[src/rtl/cell_open_sequencer_if.sv]
// Request/lookup bus between the gameplay FSM, the visibility storage and
// the cell open sequencer.
//   open_req_i/open_x_i/open_y_i : open request from the game FSM
//   busy_o/done_o/result_o       : sequencer status back to the game FSM
//   cell_x_o/cell_y_o            : lookup/write address into cell storage
//   cell_state_i/cell_vis_i      : same-cycle read data at that address
//   vis_we_o                     : write OPEN at the lookup address
// The sequencer connects through the slave modport, the environment through master.
interface cell_open_sequencer_if #(
  parameter int MAX_CELL_WIDTH  = 30,
  parameter int MAX_CELL_HEIGHT = 16
);
  localparam int XW = $clog2(MAX_CELL_WIDTH);
  localparam int YW = $clog2(MAX_CELL_HEIGHT);

  logic          open_req_i;
  logic [XW-1:0] open_x_i;
  logic [YW-1:0] open_y_i;
  logic [XW-1:0] cell_x_o;
  logic [YW-1:0] cell_y_o;
  logic [3:0]    cell_state_i;
  logic [1:0]    cell_vis_i;
  logic          vis_we_o;
  logic          busy_o;
  logic          done_o;
  logic [1:0]    result_o;

  modport master (
    output open_req_i, open_x_i, open_y_i, cell_state_i, cell_vis_i,
    input  cell_x_o, cell_y_o, vis_we_o, busy_o, done_o, result_o
  );

  modport slave (
    input  open_req_i, open_x_i, open_y_i, cell_state_i, cell_vis_i,
    output cell_x_o, cell_y_o, vis_we_o, busy_o, done_o, result_o
  );
endinterface

[src/rtl/cell_open_sequencer.sv]
// Cell open sequencer for the minesweeper field.
// Reveals a requested cell; when it has no neighbouring mines, flood-reveals
// the connected zero region using a LIFO of coordinates, one visibility
// write per cycle. Reports NOP/SAFE/MINE and keeps the opened-cell count.
// Ports:
//   clk, rst          : clock, asynchronous active-low reset
//   field_width_i     : active columns
//   field_height_i    : active rows
//   mines_count_i     : number of mines in the field
//   clear_i           : zero the opened-cell count (new game)
//   bus               : request/status and cell lookup bus (slave side)
//   opened_count_o    : cells opened since clear/reset
//   win_o             : every non-mine cell has been opened
module cell_open_sequencer #(
  parameter  int MAX_CELL_WIDTH  = 30,
  parameter  int MAX_CELL_HEIGHT = 16,
  localparam int CELL_COUNT      = MAX_CELL_WIDTH * MAX_CELL_HEIGHT,
  localparam int XW              = $clog2(MAX_CELL_WIDTH),
  localparam int YW              = $clog2(MAX_CELL_HEIGHT),
  localparam int CW              = $clog2(CELL_COUNT + 1)
) (
  input  logic                  clk,
  input  logic                  rst,
  input  logic [XW-1:0]         field_width_i,
  input  logic [YW-1:0]         field_height_i,
  input  logic [CW-1:0]         mines_count_i,
  input  logic                  clear_i,
  cell_open_sequencer_if.slave  bus,
  output logic [CW-1:0]         opened_count_o,
  output logic                  win_o
);

  localparam logic [1:0] VIS_CLOSE  = 2'd0;
  localparam logic [1:0] RES_NOP    = 2'd0;
  localparam logic [1:0] RES_SAFE   = 2'd1;
  localparam logic [1:0] RES_MINE   = 2'd2;
  localparam logic [3:0] STATE_MINE = 4'd10;
  localparam int         AW         = ((XW + YW) > CW ? (XW + YW) : CW) + 1;

  typedef enum logic [2:0] {IDLE, START, POP, NBR, DONE} fsm_t;

  fsm_t                   state;
  logic [XW-1:0]          cur_x;
  logic [YW-1:0]          cur_y;
  logic [2:0]             nbr_idx;
  logic [CW-1:0]          sp;
  logic [XW+YW-1:0]       stack_mem [CELL_COUNT];
  logic                   busy_q;
  logic                   done_q;
  logic [1:0]             result_q;
  logic [CW-1:0]          count_q;

  logic signed [1:0]      dx;
  logic signed [1:0]      dy;
  logic [XW:0]            nbr_x;
  logic [YW:0]            nbr_y;
  logic                   nbr_in;
  logic                   start_in;
  logic [XW-1:0]          addr_x;
  logic [YW-1:0]          addr_y;
  logic                   we;
  logic                   push;
  logic                   pop;
  logic [AW-1:0]          area;

  // Neighbour offsets, scanned row by row starting top-left.
  function automatic logic signed [1:0] off_x(input logic [2:0] n);
    case (n)
      3'd0, 3'd3, 3'd5: return -2'sd1;
      3'd2, 3'd4, 3'd7: return 2'sd1;
      default:          return 2'sd0;
    endcase
  endfunction

  function automatic logic signed [1:0] off_y(input logic [2:0] n);
    case (n)
      3'd0, 3'd1, 3'd2: return -2'sd1;
      3'd5, 3'd6, 3'd7: return 2'sd1;
      default:          return 2'sd0;
    endcase
  endfunction

  // Neighbour address carries one guard bit: -1 wraps to all ones and the
  // +1 overshoot lands on 2^W, so a single unsigned compare against the
  // field size rejects both edges.
  always_comb begin
    dx     = off_x(nbr_idx);
    dy     = off_y(nbr_idx);
    nbr_x  = {1'b0, cur_x} + {{(XW-1){dx[1]}}, dx};
    nbr_y  = {1'b0, cur_y} + {{(YW-1){dy[1]}}, dy};
    nbr_in = (nbr_x < {1'b0, field_width_i}) && (nbr_y < {1'b0, field_height_i});
    start_in = (cur_x < field_width_i) && (cur_y < field_height_i);
  end

  // Lookup address and write/push decode, same cycle as the storage read.
  always_comb begin
    addr_x = cur_x;
    addr_y = cur_y;
    we     = 1'b0;
    push   = 1'b0;
    pop    = 1'b0;
    case (state)
      START: begin
        if (start_in && bus.cell_vis_i == VIS_CLOSE) begin
          we   = 1'b1;
          push = (bus.cell_state_i == 4'd0);
        end
      end
      NBR: begin
        addr_x = nbr_x[XW-1:0];
        addr_y = nbr_y[YW-1:0];
        if (nbr_in && bus.cell_vis_i == VIS_CLOSE) begin
          we   = 1'b1;
          push = (bus.cell_state_i == 4'd0);
        end
      end
      POP:     pop = (sp != '0);
      default: ;
    endcase
  end

  // Stack storage holds coordinates only; it needs no reset because the
  // pointer alone defines which entries are live.
  always_ff @(posedge clk) begin
    if (push) stack_mem[sp] <= {addr_x, addr_y};
  end

  always_ff @(posedge clk) begin
    if (state == IDLE && bus.open_req_i) begin
      cur_x <= bus.open_x_i;
      cur_y <= bus.open_y_i;
    end else if (pop) begin
      {cur_x, cur_y} <= stack_mem[sp - 1'b1];
    end
  end

  // Control FSM; status outputs are registered alongside the state.
  always_ff @(posedge clk or negedge rst) begin
    if (!rst) begin
      state    <= IDLE;
      nbr_idx  <= '0;
      sp       <= '0;
      busy_q   <= 1'b0;
      done_q   <= 1'b0;
      result_q <= RES_NOP;
    end else begin
      done_q <= 1'b0;
      if (push)     sp <= sp + 1'b1;
      else if (pop) sp <= sp - 1'b1;
      case (state)
        IDLE: begin
          if (bus.open_req_i) begin
            state  <= START;
            busy_q <= 1'b1;
          end
        end
        START: begin
          if (!we) begin
            result_q <= RES_NOP;
            done_q   <= 1'b1;
            state    <= DONE;
          end else if (bus.cell_state_i == STATE_MINE) begin
            result_q <= RES_MINE;
            done_q   <= 1'b1;
            state    <= DONE;
          end else if (push) begin
            state <= POP;
          end else begin
            result_q <= RES_SAFE;
            done_q   <= 1'b1;
            state    <= DONE;
          end
        end
        POP: begin
          if (sp == '0) begin
            // A flood only ever touches zero cells and their neighbours.
            result_q <= RES_SAFE;
            done_q   <= 1'b1;
            state    <= DONE;
          end else begin
            nbr_idx <= '0;
            state   <= NBR;
          end
        end
        NBR: begin
          nbr_idx <= nbr_idx + 1'b1;
          if (nbr_idx == 3'd7) state <= POP;
        end
        DONE: begin
          state  <= IDLE;
          busy_q <= 1'b0;
        end
        default: state <= IDLE;
      endcase
    end
  end

  // Opened-cell counter; a clear in the same cycle as a write wins.
  always_ff @(posedge clk or negedge rst) begin
    if (!rst)       count_q <= '0;
    else if (clear_i) count_q <= '0;
    else if (we)    count_q <= count_q + 1'b1;
  end

  always_comb begin
    area  = AW'(field_width_i) * AW'(field_height_i);
    win_o = (AW'(count_q) == area - AW'(mines_count_i));
  end

  assign bus.cell_x_o    = addr_x;
  assign bus.cell_y_o    = addr_y;
  assign bus.vis_we_o    = we;
  assign bus.busy_o      = busy_q;
  assign bus.done_o      = done_q;
  assign bus.result_o    = result_q;
  assign opened_count_o  = count_q;

endmodule

[src/flat_wrapper.sv]
// flat-port wrapper written by rule: the top's interface ports become plain ports
module cell_open_sequencer_flat 
#(
  parameter  int MAX_CELL_WIDTH  = 30,
  parameter  int MAX_CELL_HEIGHT = 16,
  localparam int CELL_COUNT      = MAX_CELL_WIDTH * MAX_CELL_HEIGHT,
  localparam int XW              = $clog2(MAX_CELL_WIDTH),
  localparam int YW              = $clog2(MAX_CELL_HEIGHT),
  localparam int CW              = $clog2(CELL_COUNT + 1)
)
  (clk, rst, field_width_i, field_height_i, mines_count_i, clear_i, opened_count_o, win_o, bus_open_req_i, bus_open_x_i, bus_open_y_i, bus_cell_state_i, bus_cell_vis_i, bus_cell_x_o, bus_cell_y_o, bus_vis_we_o, bus_busy_o, bus_done_o, bus_result_o);
  cell_open_sequencer_if #(.MAX_CELL_WIDTH(MAX_CELL_WIDTH), .MAX_CELL_HEIGHT(MAX_CELL_HEIGHT)) bus_i ();
  input  logic clk;
  input  logic rst;
  input  logic [XW-1:0] field_width_i;
  input  logic [YW-1:0] field_height_i;
  input  logic [CW-1:0] mines_count_i;
  input  logic clear_i;
  output logic [CW-1:0] opened_count_o;
  output logic win_o;
  input wire logic [$bits(bus_i.open_req_i)-1:0] bus_open_req_i;
  input wire logic [$bits(bus_i.open_x_i)-1:0] bus_open_x_i;
  input wire logic [$bits(bus_i.open_y_i)-1:0] bus_open_y_i;
  input wire logic [$bits(bus_i.cell_state_i)-1:0] bus_cell_state_i;
  input wire logic [$bits(bus_i.cell_vis_i)-1:0] bus_cell_vis_i;
  output wire logic [$bits(bus_i.cell_x_o)-1:0] bus_cell_x_o;
  output wire logic [$bits(bus_i.cell_y_o)-1:0] bus_cell_y_o;
  output wire logic [$bits(bus_i.vis_we_o)-1:0] bus_vis_we_o;
  output wire logic [$bits(bus_i.busy_o)-1:0] bus_busy_o;
  output wire logic [$bits(bus_i.done_o)-1:0] bus_done_o;
  output wire logic [$bits(bus_i.result_o)-1:0] bus_result_o;
  assign bus_i.open_req_i = bus_open_req_i;
  assign bus_i.open_x_i = bus_open_x_i;
  assign bus_i.open_y_i = bus_open_y_i;
  assign bus_i.cell_state_i = bus_cell_state_i;
  assign bus_i.cell_vis_i = bus_cell_vis_i;
  assign bus_cell_x_o = bus_i.cell_x_o;
  assign bus_cell_y_o = bus_i.cell_y_o;
  assign bus_vis_we_o = bus_i.vis_we_o;
  assign bus_busy_o = bus_i.busy_o;
  assign bus_done_o = bus_i.done_o;
  assign bus_result_o = bus_i.result_o;
  cell_open_sequencer #(.MAX_CELL_WIDTH(MAX_CELL_WIDTH), .MAX_CELL_HEIGHT(MAX_CELL_HEIGHT)) u_core (.clk(clk), .rst(rst), .field_width_i(field_width_i), .field_height_i(field_height_i), .mines_count_i(mines_count_i), .clear_i(clear_i), .bus(bus_i), .opened_count_o(opened_count_o), .win_o(win_o));
endmodule
[config.mk]
export PLATFORM = sky130hd
export DESIGN_NAME = cell_open_sequencer_flat
export DESIGN_NICKNAME = d
export VERILOG_FILES = /design/src/rtl/cell_open_sequencer_if.sv /design/src/rtl/cell_open_sequencer.sv /design/src/flat_wrapper.sv
export SDC_FILE = /design/constraint.sdc
export NUM_CORES = 2
export LEC_CHECK = 0
export CAP_MARGIN = 10
export CORE_ASPECT_RATIO = 1.2
export CORE_MARGIN = 10
export CORE_UTILIZATION = 40
export CTS_CLUSTER_DIAMETER = 200
export CTS_CLUSTER_SIZE = 10
export DETAILED_ROUTE_END_ITERATION = 8
export SLEW_MARGIN = 20
export SYNTH_ARGS = -nofsm -noshare
export SYNTH_HDL_FRONTEND = slang
export SYNTH_MEMORY_MAX_BITS = 65536
export SYNTH_SLANG_ARGS = --single-unit
[constraint.sdc]
create_clock -name clk -period 32.7 [get_ports clk]
set_input_delay 9.81 -clock clk [delete_from_list [all_inputs] [get_ports clk]]
set_output_delay 9.81 -clock clk [all_outputs]
set_load 0.05 [all_outputs]
# Yosys cells after proc, flatten, opt, wreduce, memory -nomap -nowiden
# Memory sizes are Yosys's and may differ from the RTL's.
# Cells that the tools add are included.
[op_classes]
n_addsub = 7
mul = 1
magnitude_cmp = 4
n_eq_ne = 18
muxes = 42
n_reduce_logical = 25
[op_table]
columns = ["op", "count"]
rows = [
  ["$mux 9", 4],
  ["$mux 3", 7],
  ["$add 9x1->9 const B", 2],
  ["$eq 3x3->1 const B", 5],
  ["$mux 5", 3],
  ["$eq 3x2->1 const B", 4],
  ["$mux 1", 12],
  ["$mux 4", 3],
  ["$pmux 2 s2", 3],
  ["$pmux 3 s4", 1],
  ["$reduce_bool 2->1", 6],
  ["$reduce_or 3->1", 4],
  ["$eq 9x10->1", 1],
  ["$sub 9x9->10", 1],
  ["$logic_not 9->1", 1],
  ["$mul 5x4->9", 1],
  ["$reduce_bool 9->1", 1],
  ["$sub 9x1->9 const B", 1],
  ["$mux 2", 4],
  ["$pmux 1 s2", 4],
  ["$add 5x6->6", 1],
  ["$eq 3x1->1 const B", 2],
  ["$logic_not 3->1", 2],
  ["$lt 6x5->1", 1],
  ["other kinds (15)", 23],
]
[word_totals]
register_bits = 37
mem_bits_rw = 4320
in_bits = 37
word_cells = 107
n_memories = 1
[mem_list]
columns = ["name", "words", "width", "rd", "rd_clocked_by_memory_dff", "write_ports", "line_no", "text"]
rows = [
  ["u_core.stack_mem", 480, 9, 1, 0, 1, "cell_open_sequencer.sv:47", "logic [XW+YW-1:0] stack_mem [CELL_COUNT];"],
]

# Logic depth before layout (Yosys ltp)
[logic_depth]
word_depth = 13
depth_mapped = 23

# Least setup slack after synthesis
# No wires, ideal clock.
[synth_timing]
kind = "register to output"
start = "register u_core.nbr_idx[0]"
end = "output port bus_cell_x_o[1]"
t_arrival_ps = 21588
path_slack_ps = 1302
path_stages_with_launch = 9
cell_sequence = "dfrtp_1 -> ha_1 -> and2_1 -> a211oi_1 -> nand2_1 -> ha_1 -> inv_1 -> fa_1 -> o21ai_0"
[synth_between]
elab_chain_cells = 5
word_cells_on_any_way = 11
classes_between = "1 x add/sub; 5 x eq/ne; 2 x mux; 3 x reduce/logical"
[synth_lines]
columns = ["element", "line_no", "text"]
rows = [
  ["from (decl)", "cell_open_sequencer.sv:45", "logic [2:0] nbr_idx;"],
  ["from (signal assigned)", "cell_open_sequencer.sv:186", "nbr_idx <= nbr_idx + 1'b1;"],
  ["$eq 3x3->1, or another cell as far along", "cell_open_sequencer.sv:68", "case (n)"],
  ["$reduce_or 3->1", "cell_open_sequencer.sv:68", ""],
  ["$pmux 2 s2 *", "cell_open_sequencer.sv:68", ""],
  ["$add 5x6->6 *", "cell_open_sequencer.sv:89", "nbr_x = {1'b0, cur_x} + {{(XW-1){dx[1]}}, dx};"],
  ["$mux 5 *", "cell_open_sequencer.sv:102", "case (state)"],
  ["to (decl)", "flat_wrapper.sv:26", "output wire logic [$bits(bus_i.cell_x_o)-1:0] bus_cell_x_o;"],
]
# Mark *: on every way between the ends. The rest lies on a longest branch, timed or not.

# Final worst setup path
[layout_timing]
start = "input port field_height_i[2]"
end = "output port win_o"
[layout_between]
elab_chain_cells = 3
[layout_lines]
columns = ["element", "line_no", "text"]
rows = [
  ["from (decl)", "flat_wrapper.sv:16", "input logic [YW-1:0] field_height_i;"],
  ["$mul 5x4->9", "cell_open_sequencer.sv:206", "area = AW'(field_width_i) * AW'(field_height_i);"],
  ["$sub 9x9->10", "cell_open_sequencer.sv:207", "win_o = (AW'(count_q) == area - AW'(mines_count_i));"],
  ["$eq 9x10->1", "cell_open_sequencer.sv:207", ""],
  ["to (decl)", "flat_wrapper.sv:20", "output logic win_o;"],
]
# No other way between the ends.

==> results.cfg <==
[drt]
routed_via_density = 5.875
routed_wirelength_um = 441300
route.detailed.drc = 0
detail_route.iter0.violations = 9141
routedWlPerCell_um = 32.53
antenna_viol_nets_final = 0
route.vias.total = 79700
firstDrtPassIters = 5

[worst_setup_path]
critical_path.max_stage_delay_ns = 0.82
buffers_inverters_on_critical_path = 3
critical_path.top_delay_family = adder cells
r2r_slack_ns = 24.34
crit_arrival_ns = 14.51
worstPathCellList = clkdlybuf4s50_1 > nand2_1 > fa_1 > fa_1 > fa_1 > inv_1 > ha_1 > a21oi_1 > o21bai_1 > a21o_1 > a21o_1 > a21o_1 > a21oi_1 > xnor2_1 > and3_1 > clkdlybuf4s50_1
critical_path.endpoint_type = primary output
worst_path_depth = 16
cp_data_required_time_ns = 22.89
worst-path-max-fanout = 6
critical_r2r_launch = u_core.sp[0]$_DFFE_PN0P_
reg2regPathDepth = 14
worst_r2r_endpoint = u_core.cur_x[1]$_DFFE_PP_
critical_path_class = in -> out
crit_path_start = field_height_i[2]
critical_path_launch_point_type = primary input
crit_path_top_delay_cell = clkdlybuf4s50_1

[power_and_ir_drop]
pwr-share-seq_pct = 46.9
clockPowerShare_pct = 32.5
power_switching_share_pct = 27.72
relative_contribution_of_combinational_cells_to_total_power_pct = 20.6
vdd_drop_max_v = 0.00005259
p_leak_nw = 57.44
p_int_w = 0.01026
netSwitchingPower_w = 0.003934
power.density_mw_per_mm2 = 74.49

[worst_hold_path]
hold_path_depth = 2
worstHoldStart = u_core.bus.result_o[1]$_DFFE_PN0P_
worstHoldEndpoint = u_core.bus.result_o[1]$_DFFE_PN0P_
hold_path.class = reg -> reg

[logic_synthesis]
seq_cells_post_synth = 4357
synth_edf_count = 4329
synth_fp_nets = 7631
synth_area_mm2 = 0.1701
yosysWarningCount = 0
syn_avg_cell_area_um2 = 22.61
synthesis.instances = 7526
synth.top_cell.area_share_pct = 76.41
primary_ff_master_synth = edfxtp_1
synth_sequential_area_ratio_pct = 76.82
synth.top_cells.by_area = edfxtp_1, mux4_2, nor2_1
synthDistinctLibCells = 66
synth_area_leader_cell = edfxtp_1
synth-async-reset-ratio_pct = 0.6426

[sta]
final_min_period_over_clock_period_pct = 74.36
clock.fmax_ghz = 0.04112
tightest_slew_ns = 1.170
grt_setup_unrepaired = no
worst_clock_skew_ns = 0.08969
post-route-min-period_ns = 24.32
relSlewSlack_pct = 21.71
post_route_hold_slack_ns = 0.5332
setup_viol_count_final = 0
finalSetupTns_ns = 0
drv_slew = 0
hold_viol_final = 0

[floorplan]
io-pin-count = 61
die-area_mm2 = 0.4519
start_util_pct = 40.14
core-area_mm2 = 0.4239
die_y_um = 734.4
core.rowCount = 262
die_x_um = 615.3

[placed_design]
io_buffer_count = 60
dp_cells = 13020
gp_congestion = 0.8160
place.detailed.hpwl_um = 265500

[grt]
initial_antenna_violation_count = 25
grt_pass1_wl_um = 631400
vias_in_the_first_global_route = 82900
globalRouteTotalUtil_pct = 19.03
globalRouteOverflowTotal = 0
grt_start_max_net_pins = 190

[layout]
multi_input_area_mm2 = 0.03772
area.growth.synth_to_final_pct = 11.98
final_common_cell = edfxtp_1
fin_nets = 7929
finish.cell_count_without_fillers = 13570
layout_common_cells = edfxtp_1, mux4_2, nor2_1
drive_gt1_share_pct = 25.93
num-fill-cells = 34880
seq_area_mm2 = 0.1307
utilization_after_layout_pct = 44.95

[run_status]
outcome = finished clean

[clock_tree]
htreeDepth = 5
cts_tree = built
post_cts_setup_driven_buffer_insertion_count = 0
cts.reportedPaths.clkPinSlew_ns = 0.06
clock_path_buffers = 4
numCtsBuffers = 477
cts-hold-fix-buffers = 0
clkSinkCount = 4357
post_cts_resize_count = 0
clk_latency_ns = 0.99
cts_root_buffer = clkbuf_16

[run]
maxCapViolations = 0
==> cell usage after synthesis, types with 47 or more instances <==
library cell     n
mux2i_1         57
a21oi_1         87
buf_4           48
clkbuf_1       196
nand3_1         47
mux4_2        1311
ha_1            53
nor2_1         541
inv_1           48
edfxtp_1      4329
buf_2          138
nand2_1        216
==> metal layers <==
layer	vias up	share of wire, %	GRT usage (%)
met4	12	4.1	6.829
met1	43590	39	25.06
li1	32040	-	-
met2	3315	50	31.97
met5	-	0.018	0
met3	747	7.2	3.404
==> worst max-delay path by stage <==
stage                      end  slack [ns]
4_1_cts                  win_o        8.34
3_3_place_gp             win_o        8.32
2_1_floorplan  bus_cell_x_o[1]        1.30
6_report                 win_o        8.38
5_1_grt                  win_o        8.15
3_5_place_dp             win_o        8.37
==> cell type report <==
type / instances / share of cell area [%]
diodes: 9 / 0.01182
clock buffers: 521 / 6.419
clock inverters: 16 / 0.1458
inverters: 50 / 0.09851
multi-input cells: 2698 / 19.80
flip-flops and latches: 4357 / 68.60
well taps: 5676 / 3.728
repair buffers: 240 / 1.196
==> worst register-to-register path: stages, from the launching register on <==
cell and delay (ns):
dfrtp_4 0.82, clkinv_1 0.78, ha_4 0.98, buf_4 0.72, buf_4 0.65, buf_12 0.53
buf_4 0.85, mux4_2 0.47, mux4_2 0.53, nand2_1 0.10, a21oi_1 0.13, a221oi_1 0.52
nor2_1 0.15, o31ai_2 0.71, nand3_1 0.15
==> registers in the layout, summed over array words and instances (netlist names) <==
signal and flops:
u_core.opened_count_o 9, u_core.bus.done_o 1, u_core.sp 9, u_core.nbr_idx 3
u_core.state 3, u_core.bus.busy_o 1, u_core.stack_mem 4320, u_core.bus.result_o 2
u_core.cur_x 5, u_core.cur_y 4
==> power groups by stage <==
stage / Combinational (W) / Clock, W / Sequential (W)
3_3_place_gp: 0.00290 / 0 / 0.00676
5_1_grt: 0.00307 / 0.00490 / 0.00665
4_1_cts: 0.00297 / 0.00469 / 0.00665
2_1_floorplan: 0.00174 / 0 / 0.00695
3_5_place_dp: 0.00296 / 0 / 0.00676
6_report: 0.00292 / 0.00462 / 0.00665
==> cell families (layout without fill, tap and decap cells) <==
kind of cell    Yosys count  in the layout  synth area share [%]
mux                    1376           1376                 17.74
other cells               0              9                     0
compound gates          293            293                 1.116
fa+ha+maj                68             68                0.5663
simple gates            917            917                 2.231
xor+xnor                 44             44                0.2309
buf+inv                 471            827                 1.293
flops                  4357           4357                 76.82
==> per-stage QoR <==
step                      worst slack (ns)  total power, W  area (µm²)
final                                8.383         0.01419      190500
after global routing                 8.150         0.01462      190500
after CTS                            8.342         0.01431      190500
after detailed placement             8.369        0.009727      178000
after global placement               8.323        0.009666      177900
after floorplan                      1.302        0.008688      170100
(Power assumes the default switching activity.)
